===== config.mk =====
export PLATFORM = sky130hd
export DESIGN_NAME = normalize16
export DESIGN_NICKNAME = d
export VERILOG_FILES = /design/src/rtl/clz16.sv /design/src/rtl/normalize16.sv
export SDC_FILE = /design/constraint.sdc
export NUM_CORES = 1
export LEC_CHECK = 0
export BUFFER_PORTS_ARGS = -buffer_cell sky130_fd_sc_hd__buf_2
export CORE_ASPECT_RATIO = 0.75
export CORE_MARGIN = 10
export CORE_UTILIZATION = 40
export CTS_BUF_LIST = sky130_fd_sc_hd__clkbuf_2 sky130_fd_sc_hd__clkbuf_4 sky130_fd_sc_hd__clkbuf_8
export CTS_CLUSTER_DIAMETER = 50
export DETAILED_ROUTE_END_ITERATION = 6
export PLACE_DENSITY_LB_ADDON = 0.25
export SYNTH_ARGS = -nofsm -noshare
export SYNTH_HDL_FRONTEND = slang
export SYNTH_SLANG_ARGS = --single-unit

===== constraint.sdc =====
create_clock -name clock -period 6.02 [get_ports clock]
set_input_delay 0 -clock clock [delete_from_list [all_inputs] [get_ports clock]]
set_output_delay 0 -clock clock [all_outputs]
set_load 0.01 [all_outputs]

===== src/rtl/clz16.sv =====
// -----------------------------------------------------------------------------
// clz16 -- combinational 16-bit leading-zero counter.
//
// Ports:
//   data_i  in   16  value to examine
//   lz_o    out   4  number of zeros above the most significant set bit;
//                    an all-zero input reports 15 (callers treat zero apart)
// -----------------------------------------------------------------------------
module clz16 (
    input  logic [15:0] data_i,
    output logic [3:0]  lz_o
);

    // Scan upward so the highest set bit is the last one to write the count.
    always_comb begin
        lz_o = 4'd15;
        for (int i = 0; i < 16; i++) begin
            lz_o = data_i[i] ? 4'(15 - i) : lz_o;
        end
    end

endmodule


===== src/rtl/normalize16.sv =====
// -----------------------------------------------------------------------------
// normalize16 -- two-stage pipeline that turns a signed 16-bit sample into a
// normalized magnitude (bit 15 set), the applied shift, the sign and a zero
// flag.
//
// Ports:
//   clock         in    1  rising-edge clock
//   reset         in    1  synchronous active-high reset
//   io_in_valid   in    1  upstream presents a sample
//   io_in_ready   out   1  sample accepted this cycle (combinational, equals en)
//   io_in_bits    in   16  two's-complement sample
//   io_out_valid  out   1  normalized result available
//   io_out_ready  in    1  downstream accepts the result
//   io_out_mant   out  16  magnitude shifted left until bit 15 is set (0 for 0)
//   io_out_lz     out   4  applied left shift (0 for 0)
//   io_out_sign   out   1  sign of the sample
//   io_out_zero   out   1  sample was exactly zero
// -----------------------------------------------------------------------------
module normalize16 (
    input  logic        clock,
    input  logic        reset,
    input  logic        io_in_valid,
    output logic        io_in_ready,
    input  logic [15:0] io_in_bits,
    output logic        io_out_valid,
    input  logic        io_out_ready,
    output logic [15:0] io_out_mant,
    output logic [3:0]  io_out_lz,
    output logic        io_out_sign,
    output logic        io_out_zero
);

    // Stage 1 registers
    logic        s1_valid_q;
    logic        s1_sign_q;
    logic [15:0] s1_mag_q;
    logic        s1_zero_q;

    // Stage 2 (output) registers
    logic        out_valid_q;
    logic [15:0] out_mant_q;
    logic [3:0]  out_lz_q;
    logic        out_sign_q;
    logic        out_zero_q;

    // Next-state and intermediate signals
    logic        en_s;
    logic [15:0] s1_mag_d;
    logic [3:0]  lz_s;
    logic [15:0] sh8_s;
    logic [15:0] sh4_s;
    logic [15:0] sh2_s;
    logic [15:0] sh1_s;
    logic [15:0] out_mant_d;
    logic [3:0]  out_lz_d;

    // The whole pipeline moves as one: it advances whenever the output slot
    // is empty or being drained this cycle.
    assign en_s        = !out_valid_q || io_out_ready;
    assign io_in_ready = en_s;

    clz16 u_clz (
        .data_i (s1_mag_q),
        .lz_o   (lz_s)
    );

    // Absolute value; 0x8000 wraps to itself, which is correct as unsigned.
    always_comb begin
        s1_mag_d = io_in_bits;
        if (io_in_bits[15]) begin
            s1_mag_d = ~io_in_bits + 16'd1;
        end else begin
            s1_mag_d = io_in_bits;
        end
    end

    // Barrel shifter (8/4/2/1) plus the zero override of the 15 the counter
    // reports for an all-zero magnitude.
    always_comb begin
        sh8_s      = lz_s[3] ? {s1_mag_q[7:0], 8'h00} : s1_mag_q;
        sh4_s      = lz_s[2] ? {sh8_s[11:0], 4'h0}    : sh8_s;
        sh2_s      = lz_s[1] ? {sh4_s[13:0], 2'b00}   : sh4_s;
        sh1_s      = lz_s[0] ? {sh2_s[14:0], 1'b0}    : sh2_s;
        out_mant_d = sh1_s;
        out_lz_d   = lz_s;
        if (s1_zero_q) begin
            out_mant_d = 16'h0000;
            out_lz_d   = 4'd0;
        end else begin
            out_mant_d = sh1_s;
            out_lz_d   = lz_s;
        end
    end

    // Pipeline registers: clear on reset, advance on en, otherwise hold.
    always_ff @(posedge clock) begin
        if (reset) begin
            s1_valid_q  <= 1'b0;
            s1_sign_q   <= 1'b0;
            s1_mag_q    <= 16'h0000;
            s1_zero_q   <= 1'b0;
            out_valid_q <= 1'b0;
            out_mant_q  <= 16'h0000;
            out_lz_q    <= 4'd0;
            out_sign_q  <= 1'b0;
            out_zero_q  <= 1'b0;
        end else if (en_s) begin
            s1_valid_q  <= io_in_valid;
            s1_sign_q   <= io_in_bits[15];
            s1_mag_q    <= s1_mag_d;
            s1_zero_q   <= (io_in_bits == 16'h0000);
            out_valid_q <= s1_valid_q;
            out_mant_q  <= out_mant_d;
            out_lz_q    <= out_lz_d;
            out_sign_q  <= s1_sign_q;
            out_zero_q  <= s1_zero_q;
        end else begin
            s1_valid_q  <= s1_valid_q;
            s1_sign_q   <= s1_sign_q;
            s1_mag_q    <= s1_mag_q;
            s1_zero_q   <= s1_zero_q;
            out_valid_q <= out_valid_q;
            out_mant_q  <= out_mant_q;
            out_lz_q    <= out_lz_q;
            out_sign_q  <= out_sign_q;
            out_zero_q  <= out_zero_q;
        end
    end

    assign io_out_valid = out_valid_q;
    assign io_out_mant  = out_mant_q;
    assign io_out_lz    = out_lz_q;
    assign io_out_sign  = out_sign_q;
    assign io_out_zero  = out_zero_q;

endmodule


# Word-level counts from Yosys, hierarchy flattened
# Index checks and enable logic that the tools add are counted.
# totals
regBits	42
inputBits	20
out_inout_bits	24
# classes
add_sub_neg	1
n_mux	22
bitwise	1
reduce_logical	3
# ops
operator	count
$mux W16	6
$mux W4	15
$add A16 B1 Y16 const B	1
$logic_not A16 Y1	1
$not A16 Y16	1
$logic_not A1 Y1	1
$logic_or A1 B1 Y1	1
$mux W1	1

# Longest topological paths before layout
# Gate-level depths: netlist of the first run.
# depth
word_depth	20
ltp_mapped	9
ltp_nobuf	7

# Modules after synthesis
# From an unflattened synthesis of the first run, not the netlist that was laid out.
# unflattened
hier_cells	305
area_unflattened_um2	2558.7
# modules_own_cells
mod	n_inst	cells_each	area_each_um2	seq_area_each_um2
normalize16	1	279	2408.6	840.8
clz16	1	26	150.1	0.0

# Least setup slack after synthesis of the first run
# Ideal clock, no wire load.
# synth_path
path_type	register to register
from	reg s1_mag_q[9]
to	reg out_mant_q[15] (netlist: io_out_mant[15])
arrival_ns	1.775
path_slack_ns	4.114
stages_incl_launch_ff	9
n_path_buf	2
synth_period_minus_slack_ns	1.906
cell_sequence	dfxtp_1 -> buf_6 -> or4_1 -> buf_4 -> nor4_2 -> a211oi_1 -> a21oi_1 -> a311o_1 -> a21oi_2
# synth_between
elab_chain_len	12
# synth_rtl
element	line_no	text
from (decl)	normalize16.sv:36	logic [15:0] s1_mag_q;
from (signal assigned)	normalize16.sv:110	s1_mag_q <= s1_mag_d;
from (signal assigned)	normalize16.sv:120	s1_mag_q <= s1_mag_q;
$mux W4 (7 in a row)	clz16.sv:18	lz_o = data_i[i] ? 4'(15 - i) : lz_o;
$mux W16	normalize16.sv:80	sh8_s = lz_s[3] ? {s1_mag_q[7:0], 8'h00} : s1_mag_q;
$mux W16	normalize16.sv:81	sh4_s = lz_s[2] ? {sh8_s[11:0], 4'h0} : sh8_s;
$mux W16	normalize16.sv:82	sh2_s = lz_s[1] ? {sh4_s[13:0], 2'b00} : sh4_s;
$mux W16 (*)	normalize16.sv:83	sh1_s = lz_s[0] ? {sh2_s[14:0], 1'b0} : sh2_s;
$mux W16 (*)	normalize16.sv:86	if (s1_zero_q) begin
to (signal assigned)	normalize16.sv:113	out_mant_q <= out_mant_d;
to (signal assigned)	normalize16.sv:123	out_mant_q <= out_mant_q;
to (decl)	normalize16.sv:41	logic [15:0] out_mant_q;
# Every way passes the cells marked *; elsewhere a longest branch is shown, timed or not.
# A chain may end at the register's enable or synchronous reset.

# Worst setup path after layout of the first run
# layout_path
from	reg out_valid_q (netlist: io_out_valid)
to	reg out_mant_q[8] (netlist: io_out_mant[8])
# layout_between
elab_chain_len	2
# layout_rtl
element	line_no	text
from (decl)	normalize16.sv:40	logic out_valid_q;
from (signal assigned)	normalize16.sv:112	out_valid_q <= s1_valid_q;
from (signal assigned)	normalize16.sv:122	out_valid_q <= out_valid_q;
$logic_not A1 Y1	normalize16.sv:59	assign en_s = !out_valid_q || io_out_ready;
$logic_or A1 B1 Y1	normalize16.sv:59	
# No other way between the ends.

==> reports/results.txt, run 1 <==
status: completed
Post-synth ARST share: 0%
DIE AREA: 9970 sq um
critical path launch point type: register
share of the yosys chip area belonging to registers: 33.1%
Clock Skew: 0.00490 ns
Worst Path Buf+Inv: 2
post-CTS setup buffers: 0
pin count of the biggest net entering global routing: 42
CTS clk-pin slew, worst paths: 0.09 ns
final hold violations: 0
Synth Register Bits: 42
leak pwr: 1.13 nW
Slew Limit Fails: 0
TNS Setup: 0 ns
Starting Density: 40.8%
crit end category: register
Worst Path Arrival: 2.66 ns
peak supply drop: 144 uV
IO Count: 44
H-tree depth: 2
Die H: 89.0 um
RSZ-0062 raised after global routing: false
TritonCTS clock tree: yes
number of synthesized flops with an enable pin: 0
CP max stage delay: 0.76 ns
vias in the first global route: 2306
most common cell after layout, fill and taps aside: buf_2
Slew Limit Headroom: 42.4%
Final ANT Viol Nets: 0
hpwl dp: 4.85 mm
IO buf count: 43
synth unique cells: 57
Die X: 112 um
share of post-route cells with drive strength above 1: 21.2%
MaxCap Viol Count: 0
grt ovf: 0
Min-Delay Path Class: in2reg
Rows: 25
Mean Syn Cell Area: 8.14 sq um
initial DRC count: 160
core area: 6220 sq um
critical path fanouts, max: 35
Critical Path RT: 6.26 ns
post-synthesis cell area: 2540 sq um
GRT Util Overall: 13.3%
cts bufs inserted: 5
Final #Nets: 360
PwrDens: 295 nW/um^2
WL final: 6.74 mm
wire length of the first global-routing pass: 11.3 mm
Slew @ Worst Pin: 0.859 ns
total number of vias: 2387
clk_lat worst skew: 0.30 ns
antenna violations before repair: 0
finished layout cell area: 2870 sq um
DRT Pass-1 Iters: 5
Syn-to-layout area delta: 13.2%
minimum clock period: 2.42 ns
Max Freq: 413 MHz
period utilization: 40.2%
CP cell instances: nor2b_2 -> buf_4 -> clkinv_1 -> nor2_1 -> a22oi_1 -> o21ai_1
Post-Syn Nets: 333
cell family with most CP delay: buffers and inverters
Crit Path Class: reg2reg
Clock Path Buffers: 2
# DRC: 0
Synth Warn #: 0
worst hold slack: 0.0449 ns
count of clock tree sinks: 42
root buf cell: clkbuf_8
most frequent cells in the layout: buf_2, dfxtp_1, nor2_1, nand2_1, a21oi_1
Syn Inst Count: 312
Ant. Diodes: 0
Post-DP Area: 2720 sq um
DR vias/cell: 5.67
Post-synth top flop: dfxtp_1
Critical-path top delay cell: clkinv_1
final design utilization: 46.2%
Routed WL per cell: 16.0 um
Final GP Congestion: 0.864
final setup fails: 0
==> cell type report <==
type / count / area, sq um
Fill cell: 620 / 3350
Multi-Input combinational cell: 237 / 1520
Sequential cell: 42 / 841
Timing Repair Buffer: 46 / 243
Tap cell: 81 / 101
Clock buffer: 5 / 68.8
Clock inverter: 3 / 68.8
Inverter: 7 / 26.3
==> state kept, by name, summed over array words and instances, names as in the netlist <==
name          flops
s1_valid_q        1
io_out_valid      1
io_out_sign       1
s1_zero_q         1
io_out_zero       1
s1_sign_q         1
s1_mag_q         16
io_out_mant      16
io_out_lz         4
==> path summary, 6_finish.rpt <==
path / start / end / slack (ns) / cells past startpoint
setup / recovery: io_out_valid / io_out_mant[8] / 3.60 / 6
hold / removal: io_in_bits[13] / s1_mag_q[13] / 0.04 / 3
setup reg to reg: io_out_valid / io_out_mant[8] / 3.60 / 6
hold reg to reg: s1_valid_q / s1_valid_q / 0.46 / 2
==> timing repair <==
| action | 4_1_cts | 5_1_grt |
|---|---|---|
| endpoints found under the hold margin | 2 | 0 |
| hold buffers | 2 | 0 |
| resized for setup | 0 | 0 |
==> metrics by stage <==
| step | total power, mW | std cells | setup slack [ns] |
|---|---|---|---|
| 6_report | 0.848 | 421 | 3.60 |
| 2_1_floorplan | 0.521 | 312 | 4.11 |
| 4_1_cts | 0.850 | 421 | 3.57 |
| 3_3_place_gp | 0.577 | 411 | 3.64 |
| 3_5_place_dp | 0.579 | 411 | 3.59 |
| 5_1_grt | 0.893 | 421 | 3.35 |
==> cells by family after synthesis <==
kind of cell | count (synthesis) | synth area share [%]
AND/OR/NAND/NOR | 116 | 22.7
multiplexers | 10 | 4.09
adder cells (fa/ha/maj) | 1 | 0.493
buffers and inverters | 33 | 6.95
flip-flops | 42 | 33.1
AO/OA/AOI/OAI | 97 | 28.2
XOR/XNOR | 13 | 4.48
==> synthesized netlist by cell type (3+ instances only) <==
| library cell | count | area (sq um) |
|---|---|---|
| dfxtp_1 | 42 | 841 |
| nor2_1 | 40 | 150 |
| nand2_1 | 35 | 131 |
| a21oi_1 | 21 | 105 |
| a211oi_1 | 17 | 128 |
| a22oi_1 | 15 | 113 |
| clkbuf_1 | 11 | 41.3 |
| xor2_1 | 11 | 96.3 |
| o21ai_0 | 8 | 40.0 |
| mux2i_1 | 7 | 70.1 |
| nand3_1 | 7 | 35.0 |
| buf_2 | 6 | 30.0 |
| nor3_1 | 6 | 30.0 |
| buf_6 | 5 | 56.3 |
| inv_1 | 5 | 18.8 |
| nor4_1 | 5 | 31.3 |
| o21ai_1 | 5 | 25.0 |
| a21oi_2 | 4 | 35.0 |
| a32oi_1 | 4 | 35.0 |
| nor2b_1 | 4 | 25.0 |
| o31ai_1 | 4 | 30.0 |
| nand2b_1 | 3 | 18.8 |
| nor4_2 | 3 | 37.5 |
| o2bb2ai_1 | 3 | 26.3 |
| or4_1 | 3 | 22.5 |
==> tightest hold or removal path, cell delays in order <==
cell and delay (ns):
buf_2 0.10, xor2_1 0.13, a211oi_1 0.08
==> metal layers <==
| metal | part of all wire [%] | track usage [%] |
|---|---|---|
| met3 | 7.1 | 3.35 |
| met5 | 0 | 0 |
| met4 | 0.98 | 2.99 |
| met1 | 48 | 17.7 |
| met2 | 44 | 21.2 |
==> where the power goes <==
part           internal, mW  switching, mW  total, mW
Clock                 0.166          0.106      0.273
Combinational        0.0961          0.136      0.232
Sequential            0.307         0.0351      0.342
Total                 0.570          0.278      0.848
(Power assumes the default switching activity.)
==> run 2: changes to the inputs <==
==> constraint.sdc (replaced) <==
create_clock -name clock -period 2 [get_ports clock]
set_input_delay 0 -clock clock [delete_from_list [all_inputs] [get_ports clock]]
set_output_delay 0 -clock clock [all_outputs]
set_load 0.01 [all_outputs]
==> reports/results.txt, run 2 (same netlist as run 1, synthesis figures left out) <==
status: completed
hpwl dp: 5.62 mm (+16%)
Clock Path Buffers: 2 (unchanged)
Final GP Congestion: 0.902 (+4.5%)
Slew @ Worst Pin: 0.553 ns (-0.307 ns)
IO Count: 44 (unchanged)
core area: 6220 sq um (unchanged)
Crit Path Class: reg2reg
finished layout cell area: 3460 sq um (+20%)
IO buf count: 43 (unchanged)
Critical Path RT: 2.19 ns (-4.07 ns)
CTS clk-pin slew, worst paths: 0.08 ns (about the same)
antenna violations before repair: 0 (unchanged)
worst hold slack: 0.0384 ns (-0.00648 ns)
peak supply drop: 340 uV (+140%)
minimum clock period: 1.97 ns (-0.452 ns)
M1 GR Usage: 19.7% (+2.0 points)
# DRC: 0 (unchanged)
DIE AREA: 9970 sq um (unchanged)
Starting Density: 40.8% (unchanged)
Post-DP Area: 3080 sq um (+14%)
WL final: 7.88 mm (+17%)
Die X: 112 um (unchanged)
clk_lat worst skew: 0.30 ns (about the same)
WHS Path Cells: 2 (-1)
vias in the first global route: 2493 (+8.1%)
final design utilization: 55.5% (+9.4 points)
Max Freq: 508 MHz (+23%)
initial DRC count: 214 (+34%)
DR vias/cell: 5.61 (-1.0%)
Die H: 89.0 um (unchanged)
Syn-to-layout area delta: 36.2%
TritonCTS clock tree: yes
crit end category: register
Slew Limit Headroom: 62.9% (+21 points)
period utilization: 98.5% (+58 points)
Final #Nets: 418 (+16%)
CP max stage delay: 0.61 ns (-0.15 ns)
GRT Util Overall: 14.6% (+1.3 points)
Ant. Diodes: 0 (unchanged)
total number of vias: 2682 (+12%)
Worst Path Arrival: 2.16 ns (-0.50 ns)
FF-to-FF path depth: 7 (+1)
placed cells: 460 (+12%)
share of post-route cells with drive strength above 1: 39.8% (+19 points)
Critical-path top delay cell: or4_4
grt met3 use: 3.09% (-0.27 points)
PwrDens: 809 nW/um^2 (+170%)
Final ANT Viol Nets: 0 (unchanged)
DRT Pass-1 Iters: 5 (unchanged)
most frequent cells in the layout: buf_4, buf_2, nor2_1, nand2_1, dfxtp_1
gr busiest metal: met2
Slew Limit Fails: 0 (unchanged)
met2 usage: 22.9% (+1.7 points)
grt ovf: 0 (unchanged)
leak pwr: 1.44 nW (+27%)
most common cell after layout, fill and taps aside: buf_4
Min-Delay Path Class: in2reg
count of clock tree sinks: 42 (unchanged)
final hold violations: 0 (unchanged)
Routed WL per cell: 16.5 um (+3.0%)
root buf cell: clkbuf_8
post-route non-filler standard cell count: 478 (+14%)
Tot Pwr: 2.80 mW (+230%)
RSZ-0062 raised after global routing: true
H-tree depth: 2 (unchanged)
MaxCap Viol Count: 0 (unchanged)
critical path launch point type: register
Rows: 25 (unchanged)
pin count of the biggest net entering global routing: 35 (-17%)
cts bufs inserted: 5 (unchanged)
Clock Skew: 0.00503 ns (+0.000128 ns)
final setup fails: 0 (unchanged)
CP cell instances: or4_4 -> buf_6 -> a21oi_2 -> a22o_1 -> mux2i_2 -> a222oi_1 -> nor2_1
wire length of the first global-routing pass: 12.2 mm (+7.7%)
critical path fanouts, max: 5 (-86%)
run 2: worst max-delay path: cells and delay by family (launching register included):
| kind | cells | cell delay, ns |
|---|---|---|
| compound gates | 3 | 0.55 |
| buf+inv | 1 | 0.16 |
| flops | 1 | 0.35 |
| mux | 1 | 0.10 |
| simple gates | 2 | 0.69 |
run 2: layout make-up:
cell class | instances | area, sq um
repair buffers | 103 | 698
fillers | 587 | 2770
inverters | 7 | 26.3
well taps | 81 | 101
clock buffers | 6 | 82.6
multi-input cells | 238 | 1670
clock inverters | 1 | 30.0
flip-flops and latches | 42 | 850
run 2: path summary, 6_finish.rpt:
check / slack [ns] / from / endpoint
max: 0.03 / s1_mag_q[12] / io_out_mant[10]
min: 0.04 / reset / io_out_lz[2]
max reg2reg: 0.03 / s1_mag_q[12] / io_out_mant[10]
min reg2reg: 0.46 / io_out_sign / io_out_sign
run 2: repair_timing:
action / 4_1_cts / 5_1_grt
cloned: 0 / 1
gates resized for setup: 5 / 35
pin swaps: 1 / 19
hold endpoints to repair: 2 / 0
setup endpoints to repair: 5 / 14
buffers inserted: 2 / 7
hold buffers: 2 / 0
run 2: layer usage:
| metal | vias up | share of wire [%] |
|---|---|---|
| met2 | 102 | 45 |
| met4 | 0 | 1.3 |
| met3 | 13 | 7.0 |
| met1 | 1254 | 47 |
| met5 | - | 0 |
| li1 | 1313 | - |
run 2: per-stage QoR:
stage | TNS [ns] | setup slack (ns)
after global routing | -0.282 | -0.106
after detailed placement | -0.0940 | -0.0517
after floorplan | 0 | 0.0939
after CTS | 0 | 0.0137
final | 0 | 0.0296
after global placement | -0.0683 | -0.0683
run 2: where the power goes:
group | leakage [nW] | total (mW) | internal [mW] | switching [mW]
combinational | 1.04 | 1.09 | 0.531 | 0.563
sequential | 0.349 | 1.01 | 0.928 | 0.0774
clock | 0.0573 | 0.699 | 0.400 | 0.299
total | 1.44 | 2.80 | 1.86 | 0.939
==> run 3: changes to the inputs <==
--- a/config.mk
+++ b/config.mk
@@ -5,14 +5,14 @@
 export SDC_FILE = /design/constraint.sdc
 export NUM_CORES = 1
 export LEC_CHECK = 0
+export ABC_AREA = 0
 export BUFFER_PORTS_ARGS = -buffer_cell sky130_fd_sc_hd__buf_2
-export CORE_ASPECT_RATIO = 0.75
 export CORE_MARGIN = 10
 export CORE_UTILIZATION = 40
 export CTS_BUF_LIST = sky130_fd_sc_hd__clkbuf_2 sky130_fd_sc_hd__clkbuf_4 sky130_fd_sc_hd__clkbuf_8
 export CTS_CLUSTER_DIAMETER = 50
 export DETAILED_ROUTE_END_ITERATION = 6
-export PLACE_DENSITY_LB_ADDON = 0.25
+export PLACE_DENSITY = 0.67
 export SYNTH_ARGS = -nofsm -noshare
 export SYNTH_HDL_FRONTEND = slang
 export SYNTH_SLANG_ARGS = --single-unit
==> reports/results.txt, run 3 (same netlist as run 1, synthesis figures left out) <==
leak pwr: 1.34 nW (-6.9%)
Clock Skew: 0.0168 ns (+0.0118 ns)
Tot Pwr: 2.54 mW (-9.1%)
vias in the first global route: 2465 (-1.1%)
most frequent cells in the layout: buf_2, buf_4, nor2_1, nand2_1, dfxtp_1
crit end category: register
Crit Path Class: reg2reg
core area: 6030 sq um (-3.2%)
Final ANT Viol Nets: 0 (unchanged)
critical path launch point type: register
IO buf count: 43 (unchanged)
final design utilization: 54.1% (-1.4 points)
Max Freq: 521 MHz (+2.7%)
total number of vias: 2643 (-1.5%)
Die X: 99.7 um (-11%)
Clock Path Buffers: 2 (unchanged)
Slew Limit Fails: 0 (unchanged)
GRT Util Overall: 14.4% (-0.22 points)
final worst slack: 0.0818 ns (+0.0522 ns)
Starting Density: 42.1% (+1.3 points)
Final #Nets: 404 (-3.3%)
DR vias/cell: 5.76 (+2.6%)
Rows: 28 (+12%)
pin count of the biggest net entering global routing: 38 (+8.6%)
WL final: 7.66 mm (-2.8%)
CTS clk-pin slew, worst paths: 0.10 ns (+0.02 ns)
footprint of the multi-input gates: 1620 sq um (-2.7%)
H-tree depth: 2 (unchanged)
share of post-route cells with drive strength above 1: 34.9% (-4.9 points)
TNS Setup: 0 ns (unchanged)
MaxCap Viol Count: 0 (unchanged)
# DRC: 0 (unchanged)
clk_lat worst skew: 0.31 ns (about the same)
Die H: 99.7 um (+12%)
final hold violations: 0 (unchanged)
Min-Delay Path Class: in2reg
Fill cells: 576 (-1.9%)
IO Count: 44 (unchanged)
RSZ-0062 raised after global routing: true
cts bufs inserted: 5 (unchanged)
Slew @ Worst Pin: 0.599 ns (+0.0462 ns)
most common cell after layout, fill and taps aside: buf_2
final setup fails: 0 (unchanged)
grt ovf: 0 (unchanged)
Critical Path RT: 2.20 ns (about the same)
Final GP Congestion: 0.908 (+0.65%)
Register Area: 855 sq um (+0.59%)
initial DRC count: 214 (unchanged)
critical path fanouts, max: 8 (+3)
TritonCTS clock tree: yes
Slew Limit Headroom: 59.0% (-3.8 points)
Ant. Diodes: 0 (unchanged)
Routed WL per cell: 16.7 um (+1.2%)
count of clock tree sinks: 42 (unchanged)
status: completed
DRT Pass-1 Iters: 6 (+1)
period utilization: 95.9% (-2.6 points)
hpwl dp: 5.59 mm (-0.60%)
minimum clock period: 1.92 ns (-0.0522 ns)
peak supply drop: 439 uV (+29%)
PwrDens: 780 nW/um^2 (-3.6%)
wire length of the first global-routing pass: 11.9 mm (-2.3%)
antenna violations before repair: 0 (unchanged)
Syn-to-layout area delta: 28.4%
dpl ws: -0.0445 ns (+0.00721 ns)
Worst Path Arrival: 2.12 ns (-0.04 ns)
root buf cell: clkbuf_8
DIE AREA: 9930 sq um (-0.34%)
-- run 3: cell count changes in the layout (fill, tap and decap cells not counted), moves of 2 or more --
| cell | before | now |
|---|---|---|
| nor2_2 | 3 | 1 |
| buf_4 | 53 | 42 |
| nor2_1 | 37 | 39 |
| a21oi_4 | 0 | 2 |
| a22oi_1 | 9 | 14 |
| buf_6 | 4 | 1 |
| a21oi_2 | 5 | 3 |
| dfxtp_1 | 35 | 33 |
| a22oi_2 | 6 | 1 |
-- run 3: worst max-delay path: stages, from the launching register on --
cell and delay (ns):
dfxtp_1 0.41, nor2_1 0.22, o311ai_4 0.15, a31oi_4 0.30
buf_4 0.17, mux2_2 0.34, a22oi_1 0.15, o31ai_1 0.08
-- run 3: through the flow --
stage / hold slack, ns / instances / cell area [sq um]
final: 0.0451 / 459 / 3260
after CTS: 0.0445 / 451 / 3100
after detailed placement: 0.256 / 440 / 2970
after global placement: 0.256 / 440 / 2970
after floorplan: 0.140 / 312 / 2540
after global routing: 0.0682 / 459 / 3260
-- run 3: final timing paths --
kind	start	endpoint	slack, ns	cells after the start
min reg2reg	s1_valid_q	s1_valid_q	0.46	2
max	s1_mag_q[7]	io_out_mant[3]	0.08	7
max reg2reg	s1_mag_q[7]	io_out_mant[3]	0.08	7
min	io_in_bits[13]	s1_mag_q[13]	0.05	3
-- run 3: repair_timing --
item	in CTS	in global routing
setup buffers	0	7
hold buffers	3	0
setup endpoints to repair	2	14
cloned	0	1
hold endpoints to repair	3	0
gates resized for setup	2	25
pin swaps	1	11
-- run 3: layout make-up --
class / count / area share, %
multi-input combinational: 238 / 49.8
sequential: 42 / 26.2
timing repair buffer: 89 / 17.5
tap: 75 / 2.88
clock buffer: 5 / 2.11
inverter: 7 / 0.806
clock inverter: 3 / 0.652
-- run 3: per-layer routing --
metal / vias to the layer above / GRT usage, % / wire (um) / part of all wire, %
li1: 1287 / - / - / -
met1: 1259 / 17.2 / 3360 / 44
met2: 86 / 24.3 / 3770 / 49
met3: 11 / 2.63 / 391 / 5.1
met4: 0 / 6.50 / 134 / 1.7
met5: - / 0 / 0 / 0
-- run 3: power by group --
part           switching, mW  internal [mW]  total (mW)  leakage, nW
clock                  0.320          0.245       0.566       0.0441
sequential            0.0738          0.928        1.00        0.349
combinational          0.522          0.453       0.975        0.951
total                  0.916           1.63        2.54         1.34
